`src/rtl/demux_sched_pkg.sv`:
```
// Shared types and constants for the demux slot scheduler.
// Channel count, select width, dwell width and FSM state encoding.
package demux_sched_pkg;

    localparam int NCH     = 8;
    localparam int SELW    = $clog2(NCH);
    localparam int DWELL_W = 4;

    typedef enum logic [1:0] {
        IDLE,
        SEEK,
        DWELL
    } state_t;

    typedef logic [SELW-1:0] ch_t;

endpackage

```
`src/rtl/rr_next_ch.sv`:
```
// Rotating-priority finder: first set mask bit at or after start.
// Ports: mask, start -> next index, found, wrapped (next <= start-1 mod NCH).
module rr_next_ch
    import demux_sched_pkg::*;
(
    input  logic [NCH-1:0] mask,
    input  ch_t            start,
    output ch_t            next,
    output logic           found,
    output logic           wrapped
);

    logic [2*NCH-1:0] dbl;
    logic [2*NCH-1:0] shifted;
    logic [NCH-1:0]   rot;
    ch_t              off;

    // Doubling the mask lets a plain shift perform the rotation.
    assign dbl     = {mask, mask};
    assign shifted = dbl >> start;
    assign rot     = shifted[NCH-1:0];

    always_comb begin
        off   = '0;
        found = 1'b0;
        for (int i = NCH - 1; i >= 0; i--) begin
            if (rot[i]) begin
                off   = ch_t'(i);
                found = 1'b1;
            end
        end
    end

    // NCH is a power of two, so the SELW-bit add wraps modulo NCH.
    assign next = start + off;

    // start==0 means the previous channel was NCH-1: any hit wraps.
    assign wrapped = found && ((start == '0) || (next < start));

endmodule

```
`src/rtl/demux_slot_scheduler.sv`:
```
// Round-robin time-slot scheduler feeding a 1-to-8 demux (sel/din).
// Ports: clk, rst_n, en, ch_mask, dwell, in_valid/in_data/in_ready, sel, din, dout_valid, busy, wrap.
module demux_slot_scheduler
    import demux_sched_pkg::*;
(
    input  logic               clk,
    input  logic               rst_n,
    input  logic               en,
    input  logic [NCH-1:0]     ch_mask,
    input  logic [DWELL_W-1:0] dwell,
    input  logic               in_valid,
    input  logic               in_data,
    output logic               in_ready,
    output ch_t                sel,
    output logic               din,
    output logic               dout_valid,
    output logic               busy,
    output logic               wrap
);

    state_t             state;
    state_t             state_nx;
    ch_t                cur_ch;
    ch_t                last_ch;
    ch_t                start_ch;
    ch_t                rr_ch;
    logic               rr_found;
    logic               rr_wrapped;
    logic               load;
    logic               acc;
    logic [DWELL_W-1:0] cnt;

    assign start_ch = last_ch + 1'b1;

    rr_next_ch u_rr (
        .mask    (ch_mask),
        .start   (start_ch),
        .next    (rr_ch),
        .found   (rr_found),
        .wrapped (rr_wrapped)
    );

    always_comb begin
        state_nx = state;
        in_ready = 1'b0;
        busy     = 1'b0;
        wrap     = 1'b0;
        load     = 1'b0;
        unique case (state)
            IDLE: begin
                if (en && (ch_mask != '0)) begin
                    state_nx = SEEK;
                end
            end
            SEEK: begin
                busy = 1'b1;
                if (rr_found) begin
                    load     = 1'b1;
                    wrap     = rr_wrapped;
                    state_nx = DWELL;
                end else begin
                    state_nx = IDLE;
                end
            end
            DWELL: begin
                busy     = 1'b1;
                in_ready = 1'b1;
                if (cnt == '0) begin
                    state_nx = en ? SEEK : IDLE;
                end
            end
            default: state_nx = IDLE;
        endcase
    end

    assign acc = in_valid & in_ready;

    always_ff @(posedge clk or negedge rst_n) begin
        if (!rst_n) begin
            state   <= IDLE;
            cur_ch  <= '0;
            last_ch <= ch_t'(NCH - 1);
            cnt     <= '0;
        end else begin
            state <= state_nx;
            if (load) begin
                cur_ch  <= rr_ch;
                last_ch <= rr_ch;
                cnt     <= dwell;
            end else if ((state == DWELL) && (cnt != '0)) begin
                cnt <= cnt - 1'b1;
            end
        end
    end

    always_ff @(posedge clk or negedge rst_n) begin
        if (!rst_n) begin
            sel        <= '0;
            din        <= 1'b0;
            dout_valid <= 1'b0;
        end else begin
            sel        <= cur_ch;
            din        <= acc ? in_data : 1'b0;
            dout_valid <= acc;
        end
    end

endmodule

```
`config.mk`:
```
export PLATFORM = sky130hd
export DESIGN_NAME = demux_slot_scheduler
export DESIGN_NICKNAME = d
export VERILOG_FILES = /design/src/rtl/demux_sched_pkg.sv /design/src/rtl/rr_next_ch.sv /design/src/rtl/demux_slot_scheduler.sv
export SDC_FILE = /design/constraint.sdc
export NUM_CORES = 1
export LEC_CHECK = 0
export ABC_AREA = 1
export CORE_MARGIN = 2
export CORE_UTILIZATION = 39
export DETAILED_ROUTE_END_ITERATION = 8
export GPL_ROUTABILITY_DRIVEN = 0
export PLACE_DENSITY = 0.72
export SETUP_SLACK_MARGIN = 0.4
export SYNTH_ARGS = -nofsm -noshare
export SYNTH_HDL_FRONTEND = slang
export SYNTH_HIERARCHICAL = 1
export SYNTH_SLANG_ARGS = --single-unit
```
`constraint.sdc`:
```
create_clock -name clk -period 7.8 [get_ports clk]
set_input_delay 0.78 -clock clk [delete_from_list [all_inputs] [get_ports clk]]
set_output_delay 0.78 -clock clk [all_outputs]
set_load 0.05 [all_outputs]
```
Yosys cells after proc, flatten, opt, wreduce, memory -nomap -nowiden
Cells that the tools add are included.
Word-level totals
  bits in registers: 17
  logic and storage cells: 59
Cells by class
  bitwise logic cells: 1
  add/subtract/negate cells: 3
  multiplexer cells: 30
  reduce and logical (&&, ||, !) cells: 12
  order comparisons: 1
  eq/ne operators: 4
  shifts and indexed selects: 1
Operator list (number)
  two-way mux 3 bit: 8
  two-way mux 1 bit: 16
  right shift 16 x 3 -> 8 bit: 1
  two-way mux 4 bit: 2
  nonzero test 8 bit: 1
  two-way mux 2 bit: 3
  one-hot mux 2 bit (3 select lines): 1
  zero test 4 bit: 1
  inequality test 2 bit (second input constant): 2
  nonzero test 4 bit: 1
  subtractor 4 x 1 -> 4 bit (second input constant): 1
  adder 3 x 1 -> 3 bit (second input constant): 1
  adder 3 bit: 1
  logical AND 1 bit: 3
  zero test 3 bit: 1
  < comparator 3 bit: 1
  equality test 2 x 1 -> 1 bit (second input constant): 1
  equality test 2 bit (second input constant): 1
  zero test 2 bit: 1
  AND reduction 2 bit: 1
  nonzero test 2 bit: 1
  OR reduction 2 bit: 1
  AND 1 bit: 1
  logical OR 1 bit: 1

Depth between registers and ports, before layout
Gate-level depths: netlist (run 1).
  depth after elaboration: 16
  mapped depth: 25

Cells and area by module
The synthesis (run 1) kept the hierarchy.
By module, submodules not included
  demux_slot_scheduler: cells each 94, area an instance 832.0 sq um, seq. area each 429.2 sq um, times used 1
  rr_next_ch: cells each 99, area an instance 570.5 sq um, seq. area each 0.0 sq um, times used 1

Worst setup path after synthesis (run 1)
OpenSTA, ideal clock, no wires.
  path type: register -> output
  from: reg last_ch[0]
  to: out wrap
  stages on the path, launching flop included: 23
  path slack: 3190 ps
  data arrival time: 3830 ps
  path through: dfstp_2 ha_1 xor2_1 clkinv_1 nand3_1 nand2_1 nand2_1 nand2_1 nand2_1 nand2_1 nand2_1 a21oi_1 ha_1 fa_1 xor2_1 nand3b_1 nand2_1 ha_1 a21oi_1 o21ai_0 a22oi_1 inv_1 nor2_1
Between the ends
  cells in the longest elaborated chain, start to end: 16
  elaborated cells on any way between the ends: 25
  classes of those cells: add/sub (2); order compare (1); shift (1); mux (18); reduce/logical (3)
RTL lines
  start: declaration: RTL line demux_slot_scheduler.sv:24  | ch_t last_ch;
  start signal: assignment: RTL line demux_slot_scheduler.sv:82  | last_ch <= ch_t'(NCH - 1);
  start signal: assignment: RTL line demux_slot_scheduler.sv:88  | last_ch <= rr_ch;
  adder 3 x 1 -> 3 bit (*): RTL line demux_slot_scheduler.sv:33  | assign start_ch = last_ch + 1'b1;
  via start_ch[2]: RTL line demux_slot_scheduler.sv:25  | ch_t start_ch;
  right shift 16 x 3 -> 8 bit: RTL line rr_next_ch.sv:20  | assign shifted = dbl >> start;
  two-way mux 3 bit (8 in series): RTL line rr_next_ch.sv:27  | if (rot[i]) begin
  adder 3 bit (*): RTL line rr_next_ch.sv:35  | assign next = start + off;
  via rr_ch[2]: RTL line demux_slot_scheduler.sv:26  | ch_t rr_ch;
  < comparator 3 bit (*): RTL line rr_next_ch.sv:38  | assign wrapped = found && ((start == '0) || (next < start));
  logical OR 1 bit (*): RTL line rr_next_ch.sv:38
  logical AND 1 bit (*): RTL line rr_next_ch.sv:38
  via rr_wrapped: RTL line demux_slot_scheduler.sv:28  | logic rr_wrapped;
  two-way mux 1 bit (*): RTL line demux_slot_scheduler.sv:57  | if (rr_found) begin
  two-way mux 1 bit (*): RTL line demux_slot_scheduler.sv:49  | unique case (state)
  end: declaration: RTL line demux_slot_scheduler.sv:18  | output logic wrap
The timed path passes the listed nets; every way through them passes the cells marked *.

Worst setup path in the final report (run 1)
Same ends and word-level chain as after synthesis.

==> impl_metrics.tcl, run 1 <==
set metrics [dict create \
    ios 25 \
    synth-seq-area-share_pct 30.6 \
    grt_antenna_before_repair 0 \
    rows 21 \
    place_ws_ns 1.96 \
    yosysTopAreaCellShare_pct 25.0 \
    vias 1285 \
    max_freq_mhz 162 \
    cts-root-buf "clkbuf_4" \
    crit_buf_inv 3 \
    synth_nets 220 \
    avgViaCountPerCell 4.89 \
    cts-buffers-inserted 3 \
    cts.path.max_buffers 2 \
    ys_warn_count 6 \
    cts_resized 0 \
    worst_pin_slew_ns 0.804 \
    gr-usage-all-layers_pct 15.2 \
    period_share_pct 79.0 \
    drc_errors 0 \
    path_max_fanout 11 \
    cts_tree "yes" \
    antenna_cells 0 \
    place_inst 259 \
    die_height_um 64.0 \
    synth_top_flop_cell "dfrtp_1" \
    cpPeakStageDelay_ns 0.82 \
    dp_hpwl_mm 2.20 \
    synth_top_area_cell "dfrtp_1" \
    status "complete, no violations" \
    ant_nets 0 \
    fin_nets 245 \
    design_area_um2 1690 \
    required_ns 7.02 \
    start_kind "flop" \
    wl_per_cell_um 10.6 \
    path_delay_family "buffers and inverters" \
    dieArea_um2 4090 \
    gr-total-overflow 0 \
    wl_met3_um 67 \
    cts_max_level 1 \
    rsz0062_at_grt "false" \
    setup_ws_ns 1.64 \
    grt_pass1_wl_mm 5.09 \
    synth_cell_types 29 \
    crit_path_frequent_cell "nand2_1" \
    highest_layer "met4" \
    finalSetupViolations 0 \
    timing.setup.tns_ns 0 \
    clk_pin_slew_ns 0.10 \
    synth.most_common_cell "nand2_1" \
    met2_length_mm 1.31 \
    synth_commonest_cells "69 x nand2_1, 24 x nand3_1, 15 x nand2_2, 14 x dfrtp_1, 10 x inv_1" \
    grt_pass1_vias 1203 \
    port_buffers 24 \
    wirelength_mm 2.79 \
    wl_met1_mm 1.38 \
    postPlaceCellArea_um2 1660 \
    cts.sinks 17 \
    critical_path_class "flop to output port" \
    ys_seq_elements 17 \
    fillers 331 \
    die_w_um 64.0 \
    arrival_ns 5.38 \
    skew_ns 0.00234 \
    core_area_um2 3390 \
    cp-end-kind "output port" \
    worst_path_max_delay_cell "clkdlybuf4s50_1" \
    clkLatencyLatePin_ns 0.30 \
    syn_area_per_cell_um2 7.27 \
    finalHoldViolCount 0 \
    drive_above_1_share_pct 17.5 \
    synth_edf_count 0 \
    ys_top_cells_by_area "dfrtp_1 25%, nand2_1 18%, nand3_1 8.6%" \
    cts_setup_buffers 0 \
    cp_cell_sequence "ha_1 -> xor2_1 -> clkinv_1 -> nand3_1 -> nand2_1 -> nand2_1 -> nand2_1 -> nand2_1 -> nand2_1 -> nand2_1 -> a21oi_1 -> ha_1 -> fa_1 -> xor2_1 -> nand3b_1 -> nand2_1 -> ha_1 -> a21oi_1 -> o21ai_0 -> a22oi_1 -> inv_1 -> nor2_1 -> clkdlybuf4s50_1" \
    drt_iter0_drc 41 \
    initial_core_util_pct 41.4 \
    finalMaxSlewViolations 0 \
    drv_cap 0 \
    grt_max_degree 18 \
    netlist_area_um2 1400 \
    min_period_ns 6.16 \
    cts_hold_buf 0 \
    final_cell_count_no_fill 263 \
    syn_to_final_growth_pct 20.2 \
    async_reset_ff_share_pct 100 \
    synth_cells 193 \
    firstDrtPassIters 4 \
    hp-class "flop to flop" \
    slew_headroom_pct 46.2 \
]
## worst reg2reg max path, cell delays in order, from the launching register on
cell,delay (ns)
dfstp_2,0.55
ha_1,0.15
xor2_1,0.64
clkinv_1,0.47
nand3_1,0.24
nand2_1,0.07
nand2_1,0.06
nand2_1,0.04
nand2_1,0.05
nand2_1,0.04
nand2_1,0.05
a21oi_1,0.06
ha_1,0.20
fa_1,0.40
xor2_1,0.16
nand3b_1,0.19
nand2_1,0.09
nand2_1,0.08
nand2_1,0.08
## final cells by class
type                       instances  area (um^2)  area share, %
clock buffer                       3         22.5           1.34
clock inverter                     1         5.00          0.297
inverter                          16         70.1           4.15
multi-input combinational        156          862           51.1
sequential                        17          429           25.4
tap                               46         57.6           3.41
timing repair buffer              24          240           14.2
## cell families (layout without fill, tap and decap cells)
family | count (synthesis) | in the layout | synth area share [%]
and+or+nand+nor | 129 | 129 | 44.8
buffers and inverters | 20 | 44 | 7.94
DFF | 17 | 17 | 30.6
AOI/OAI and AO/OA | 15 | 15 | 5.98
adders and majority gates | 10 | 10 | 9.46
xor gates and xnor gates | 2 | 2 | 1.25
## final timing paths
check                      slack [ns]  cells after the start        from    endpoint
max reg2reg                      4.12                     18  last_ch[0]  last_ch[2]
min in group asynchronous        0.91                      1       rst_n      sel[2]
max                              1.64                     23  last_ch[0]        wrap
max in group asynchronous        6.42                      1       rst_n      cnt[3]
min reg2reg                      0.39                      0   cur_ch[0]      sel[0]
min                              0.39                      0   cur_ch[0]      sel[0]
## per-layer routing
layer / vias up / global-route usage [%]
met1: 593 / 20.7
li1: 670 / -
met4: 0 / 2.99
met2: 16 / 25.0
met5: - / 0
met3: 6 / 2.99
## placed cells by master, fill, tap and decap left out, types with 4 or more instances in the layout
cell              n
nand2_1          69
nand3_1          24
clkdlybuf4s50_1  24
nand2_2          15
dfrtp_1          14
inv_1            10
ha_1              9
nor2_1            8
nand3_2           6
o21ai_0           4
o21ai_1           4
## flip-flops by register name, indices dropped and copies added (netlist names)
name	cells
last_ch	3
sel	3
state	2
cnt	4
din	1
dout_valid	1
cur_ch	3
## stage by stage
stage,utilization [%],hold WS (ns)
4_1_cts,49.8,0.389
2_1_floorplan,-,0.354
3_5_place_dp,48.9,0.365
5_1_grt,49.8,0.407
6_report,49.8,0.391
3_3_place_gp,48.9,0.361
Power of run 1 is left out: the tool's default activity adds up to more than one toggle a clock period on the data nets, which glitch-free logic cannot reach.
==> inputs of run 2 (changes only) <==
Clock period 7.8 ns to 6.02 ns, I/O delays scaled along.
==> impl_metrics.tcl, run 2 (same netlist as run 1, synthesis figures left out) <==
set metrics [dict create \
    core_area_um2 3390 \
    final_cell_mix "69 x nand2_1, 24 x nand3_1, 23 x clkdlybuf4s50_1" \
    cts_tree "yes" \
    hp-class "flop to flop" \
    critical_path_class "flop to output port" \
    avgViaCountPerCell 4.76 \
    wirelength_mm 2.77 \
    gr-total-overflow 0 \
    dp_hpwl_mm 2.20 \
    final_common_cell "nand2_1" \
    seq_area_um2 429 \
    cts.path.max_buffers 2 \
    use_met1_pct 20.2 \
    grt_pass1_vias 1234 \
    period_share_pct 83.9 \
    cts_max_level 1 \
    cts-buffers-inserted 3 \
    skew_ns 0.00278 \
    finalHoldViolCount 0 \
    grt_pass1_wl_mm 5.18 \
    dieArea_um2 4090 \
    finalSetupViolations 0 \
    firstDrtPassIters 5 \
    ant_nets 0 \
    cts_hold_buf 0 \
    use_met3_pct 3.17 \
    die_w_um 64.0 \
    die_height_um 64.0 \
    syn_to_final_growth_pct 21.0 \
    multiInputGateArea_um2 862 \
    arrival_ns 4.45 \
    grt_antenna_before_repair 0 \
    clk_pin_slew_ns 0.09 \
    start_kind "flop" \
    required_ns 5.42 \
    clkLatencyLatePin_ns 0.29 \
    vias 1257 \
    slew_headroom_pct 53.1 \
    fillers 313 \
    port_buffers 24 \
    fin_nets 246 \
    largest_reg_flops 4 \
    top_register "cnt" \
    cts-root-buf "clkbuf_4" \
    worst_pin_slew_ns 0.702 \
    antenna_cells 0 \
    rows 21 \
    r2r-start "last_ch[0]" \
    path_max_fanout 11 \
    wl_per_cell_um 10.5 \
    finalMaxSlewViolations 0 \
    status "complete, no violations" \
    drive_above_1_share_pct 17.9 \
    drt_iter0_drc 46 \
    gr-usage-all-layers_pct 15.5 \
    grt_busiest_layer "met2" \
    cts.sinks 17 \
    cts_setup_buffers 0 \
    drv_cap 0 \
    initial_core_util_pct 41.4 \
    ios 25 \
    cp-end-kind "output port" \
    max_freq_mhz 198 \
    rsz0062_at_grt "false" \
    hp-start "cur_ch[0]" \
    grt_max_degree 18 \
    met2_usage_pct 26.4 \
    min_period_ns 5.05 \
    drc_errors 0 \
    timing.setup.tns_ns 0 \
    startpoint "last_ch[0]" \
]
run 2: metal layers:
layer	routed length, um	vias to the layer above
li1	-	670
met1	1350	560
met2	1300	23
met3	89	4
met4	21	0
met5	0	-
run 2: final timing paths:
path	to	slack (ns)	depth (start not counted)
max	wrap	0.97	24
min	sel[0]	0.38	0
max reg2reg	cur_ch[2]	2.96	19
min reg2reg	sel[0]	0.38	0
max in group asynchronous	cnt[0]	4.85	1
min in group asynchronous	cur_ch[2]	0.72	1
run 2: timing repair:
action	in CTS	in global routing
hold endpoints to repair	0	0
setup endpoints to repair	0	1
resized for setup	0	1
run 2: final cells by class:
class,count,area share [%]
sequential,17,25.3
tap,46,3.39
clock inverter,1,0.295
multi-input combinational,156,50.8
inverter,16,4.13
timing repair buffer,25,14.7
clock buffer,3,1.33
run 2: metrics by stage:
| step | util [%] | instances | hold WS [ns] | instance area (um^2) | setup WS [ns] |
|---|---|---|---|---|---|
| floorplan | - | 193 | 0.306 | 1400 | 1.59 |
| global placement | 49.2 | 260 | 0.368 | 1670 | 0.986 |
| detailed placement | 49.2 | 260 | 0.367 | 1670 | 0.908 |
| CTS | 50.0 | 264 | 0.383 | 1690 | 0.579 |
| global route | 50.1 | 264 | 0.386 | 1700 | 0.550 |
| finish | 50.1 | 264 | 0.383 | 1700 | 0.971 |
run 2: worst max-delay path, cell delays in order, from the launching register on:
cell	delay, ns
dfstp_2	0.55
ha_1	0.15
xor2_1	0.15
buf_4	0.20
clkinv_1	0.24
nand3_1	0.21
nand2_1	0.07
nand2_1	0.06
nand2_1	0.04
nand2_1	0.05
nand2_1	0.04
nand2_1	0.05
a21oi_1	0.06
ha_1	0.20
fa_1	0.37
xor2_1	0.18
nand3b_1	0.13
nand2_1	0.07
ha_1	0.29
a21oi_1	0.14
o21ai_0	0.09
a22oi_1	0.18
inv_1	0.06
nor2_1	0.12
dlymetal6s2s_1	0.45
Power of run 2 is left out for the same reason.
